===== config.mk =====
export PLATFORM = sky130hd
export DESIGN_NAME = spike_detector
export DESIGN_NICKNAME = d
export VERILOG_FILES = /design/src/rtl/spike_detector.sv
export SDC_FILE = /design/constraint.sdc
export NUM_CORES = 1
export LEC_CHECK = 0
export BUFFER_PORTS_ARGS = -buffer_cell sky130_fd_sc_hd__buf_2
export CAP_MARGIN = 20
export CORE_MARGIN = 1.5
export CORE_UTILIZATION = 31
export DETAILED_ROUTE_END_ITERATION = 8
export GPL_TIMING_DRIVEN = 1
export HOLD_SLACK_MARGIN = 0.08
export PLACE_DENSITY = 0.51
export SYNTH_ARGS = -nofsm -noshare
export SYNTH_HDL_FRONTEND = slang
export SYNTH_SLANG_ARGS = --single-unit

===== constraint.sdc =====
create_clock -name clk -period 2.1 [get_ports clk]
set_input_delay 0.42 -clock clk [delete_from_list [all_inputs] [get_ports clk]]
set_output_delay 0.42 -clock clk [all_outputs]
set_load 0.005 [all_outputs]

===== src/rtl/spike_detector.sv =====
// Threshold-crossing spike detector for one membrane-potential register.
// Emits a one-cycle spike, holds the potential at rest through a refractory window, and reports spike count and ISI.
module spike_detector #(
    parameter int                    W      = 21,
    parameter logic signed [W-1:0]   V_TH   = 21'sd15360,
    parameter int                    REFRAC = 8,
    parameter int                    CNT_W  = 16
) (
    input  logic                clk,
    input  logic                set,
    input  logic signed [W-1:0] v,
    input  logic                v_valid,
    input  logic                count_clr,
    output logic                spike,
    output logic                v_reset,
    output logic                refractory,
    output logic [CNT_W-1:0]    spike_count,
    output logic [CNT_W-1:0]    isi,
    output logic                isi_valid
);

    typedef enum logic [1:0] {
        ARMED,
        FIRE,
        REFRACT
    } state_t;

    localparam logic [CNT_W-1:0] CNT_MAX   = '1;
    localparam logic [7:0]       RCNT_LOAD = 8'(REFRAC - 1);

    state_t           state;
    state_t           state_next;
    logic [7:0]       rcnt;
    logic [CNT_W-1:0] isi_cnt;
    logic             has_prev;

    logic             spike_d;
    logic             v_reset_d;
    logic             refractory_d;
    logic             isi_valid_d;
    logic [CNT_W-1:0] isi_cnt_inc;
    logic [CNT_W-1:0] count_inc;

    // NOTE: every signal driven here gets a default first, so no path can
    // leave one unassigned and infer a latch.
    always_comb begin
        state_next = state;
        case (state)
            ARMED:   if (v_valid && (v >= V_TH)) state_next = FIRE;
            FIRE:    state_next = REFRACT;
            REFRACT: if (rcnt == 8'd0) state_next = ARMED;
            default: state_next = ARMED;
        endcase

        // Outputs are decoded from the next state and registered below, so
        // spike rises in the cycle right after the qualifying sample.
        spike_d      = (state_next == FIRE);
        v_reset_d    = (state_next != ARMED);
        refractory_d = (state_next == REFRACT);
        isi_valid_d  = spike_d && has_prev;

        isi_cnt_inc  = (isi_cnt == CNT_MAX) ? isi_cnt : isi_cnt + CNT_W'(1);
        count_inc    = (spike_count == CNT_MAX) ? spike_count : spike_count + CNT_W'(1);
    end

    // NOTE: sequential state uses non-blocking assignments so every register
    // samples the pre-edge values regardless of statement order.
    always_ff @(posedge clk) begin
        if (set) begin
            state       <= ARMED;
            rcnt        <= 8'd0;
            isi_cnt     <= '0;
            has_prev    <= 1'b0;
            spike       <= 1'b0;
            v_reset     <= 1'b0;
            refractory  <= 1'b0;
            isi_valid   <= 1'b0;
            spike_count <= '0;
            isi         <= '0;
        end else begin
            state      <= state_next;
            spike      <= spike_d;
            v_reset    <= v_reset_d;
            refractory <= refractory_d;
            isi_valid  <= isi_valid_d;

            if (state == FIRE)
                rcnt <= RCNT_LOAD;
            else if (state == REFRACT && rcnt != 8'd0)
                rcnt <= rcnt - 8'd1;

            // Distance is measured spike-cycle to spike-cycle, hence the +1.
            if (spike_d) begin
                isi_cnt  <= '0;
                has_prev <= 1'b1;
                if (has_prev) isi <= isi_cnt_inc;
            end else begin
                isi_cnt <= isi_cnt_inc;
            end

            // A clear coinciding with a spike keeps that spike.
            if (state == FIRE)
                spike_count <= count_clr ? CNT_W'(1) : count_inc;
            else if (count_clr)
                spike_count <= '0;
        end
    end

endmodule


==> out/results.ini <==
[run_status]
status=complete, no violations

[clock_tree]
cts_resized=0
clk_pin_slew_worst_paths_ns=0.08
tritoncts=built
cts_setup_buffers=0
hold_buffers=0
clock_path_buffers=2
cts-root-buf=clkbuf_8
clk_latency_ns=0.35
cts_max_level=3
cts_buffers=9
cts.sinks=63

[setup_path]
cp_slowest_cell=or4b_1
worst-path-max-fanout=13
cp-start-kind=flip-flop
r2r_start=state[0]
reg2reg_setup_slack_ns=0.17
cp.arrival_ns=2.19
crit_path_end_kind=flip-flop
r2r-end=isi[9]
reg2reg_depth=5
slowest_delay_ns=0.50
path_class=flip-flop to flip-flop
crit_chain=or4b_1, a31oi_1, buf_4, nand3_2, o22ai_1
crit_required_ns=2.36

[final_layout]
layout.cells.non_filler=545
layout.nets=440
fill_cells=953
drive_above_1_share_pct=25.5
final_util_pct=40.3
n_antenna_cell=0
synthToLayoutAreaGrowth_pct=25.7

[sta]
setup_viol=0
report.final.slew_viol_count=0
period_share_pct=91.7
fin_crit_ns=1.93
fmax_mhz=519
finalHoldViolations=0
fin_hold_ws_ns=0.428
setup_tns_ns=0
tightest_slew_ns=0.604
slew_headroom_pct=59.4
finClkSkew_ns=0.0127
rsz0062_at_grt=no

[yosys]
syn_inst=342
synth_edf_count=0
yosysMostFrequentCell=dfxtp_1
ys.flop_type=dfxtp_1
synth-seq-cells=63
yosys_warnings=0
synth_top_area_share_pct=42.5
netlist_area_um2=2960
synth.distinct_cells=59
ys_seq_area_share_pct=42.5
synth_common_cells=63 x dfxtp_1, 28 x nor2_1, 27 x nand2_1
async_flop_share_pct=0
avgSynthCellArea_um2=8.67
synth.net_count=371
synth_top_area_cell=dfxtp_1
synth_area_leaders=dfxtp_1 43%, a21oi_1 3.5%, nor2_1 3.5%

[routing]
first_pass_iters=4
wire_per_inst_um=13.9
num_vias=2802
wl_um=7580
vias_per_cell=5.14
drtIter0Drc=66
drc=0
ant_nets=0

[hold_path]
hold_path_class=primary input to flip-flop
hold_end=spike_count[0]
hold_start=count_clr
whs_path_depth=3

[die]
coreArea_um2=9240
num_rows=35
die_h_um=101
ioPinCount=61
die_w_um=101
start_util_pct=32.1
dieArea_um2=10200

[placement]
dp.cells=529
post-dp-hpwl_um=5360
numPortBuffers=50
place_congestion=0.755

[global_routing]
grt_max_degree=18
grt_pass1_wl_um=12200
grt_pass1_vias=2589
overflow=0
grt_use_total_pct=15.3
antenna_found_initial=0

[power]
vdd_drop_max_uv=336
leakagePower_nw=1.47
powerDensity_nw_per_um2=705
power_mw=2.63

[job]
maxCapViolations=0

==> how the worst max path moves through the flow <==
stage	start	to	slack, ns
finish	state[0]	isi[9]	0.17
global route	state[0]	isi[7]	0.09
global placement	v[20]	isi[8]	0.12
floorplan	spike_count[0]	spike_count[15]	0.20
CTS	state[0]	isi[12]	0.19
detailed placement	v[20]	isi[12]	0.08
==> layout make-up <==
type / count / area, µm² / area share (%)
inverters: 11 / 41.3 / 1.11
multi-input cells: 248 / 1570 / 42.0
repair buffers: 78 / 473 / 12.7
flip-flops and latches: 63 / 1260 / 33.8
clock inverters: 3 / 65.1 / 1.75
clock buffers: 13 / 159 / 4.26
well taps: 129 / 161 / 4.33
==> power by group <==
part | internal [mW] | switching [mW] | total, mW
logic | 0.0811 | 0.106 | 0.187
registers | 1.22 | 0.0174 | 1.23
clock network | 0.733 | 0.474 | 1.21
total | 2.03 | 0.597 | 2.63
==> kinds of logic after synthesis <==
family	count (synthesis)	share of synthesized area [%]
flip-flops	63	42.5
AO/OA/AOI/OAI	88	19.7
AND/OR/NAND/NOR	147	28.5
multiplexers	6	2.03
buffers and inverters	31	4.60
adder cells (fa/ha/maj)	4	1.69
XOR/XNOR	3	0.887
==> layout by cell type (no fill, tap or decap), types with 6 or more instances in the layout <==
cell type  synthesis  final
nand3_1           12     12
o21ai_0            9      9
a21oi_1           21     21
nor3_1            12     12
nand2_1           27     27
inv_1              9      9
buf_2             10     50
buf_4              2     27
mux2i_1            6      6
nand4_1           10     10
o22ai_1           13     13
dfxtp_1           63     63
or3_1              6      6
a21o_1             6      6
nor4_1            10     10
clkbuf_8           0     11
a31oi_1            7      7
nor2_1            28     28
==> registers in the layout, indices dropped and copies added (netlist names) <==
register and count:
has_prev 1, isi 16, isi_cnt 16, isi_valid 1, rcnt 8, refractory 1, spike 1, spike_count 16
state 2, v_reset 1
==> critical path: cells and delay by family (launching register included) <==
family / cells / cell delay, ns
buf+inv: 1 / 0.21
compound gates: 2 / 0.45
simple gates: 2 / 0.82
flops: 1 / 0.35
==> per-stage QoR <==
step / worst slack (ns) / instance area [µm²]
after detailed placement: 0.0842 / 3500
after global routing: 0.0886 / 3730
final: 0.174 / 3730
after CTS: 0.186 / 3730
after floorplan: 0.197 / 2960
after global placement: 0.117 / 3500
==> layer usage <==
| metal | vias up | GRT usage, % | wire length (µm) |
|---|---|---|---|
| met5 | - | 0 | 0 |
| met4 | 0 | 6.18 | 149 |
| met3 | 14 | 3.88 | 301 |
| met2 | 59 | 26.0 | 3510 |
| met1 | 1312 | 18.4 | 3610 |
| li1 | 1417 | - | - |
No activity file was read; power rests on OpenSTA's default activity.
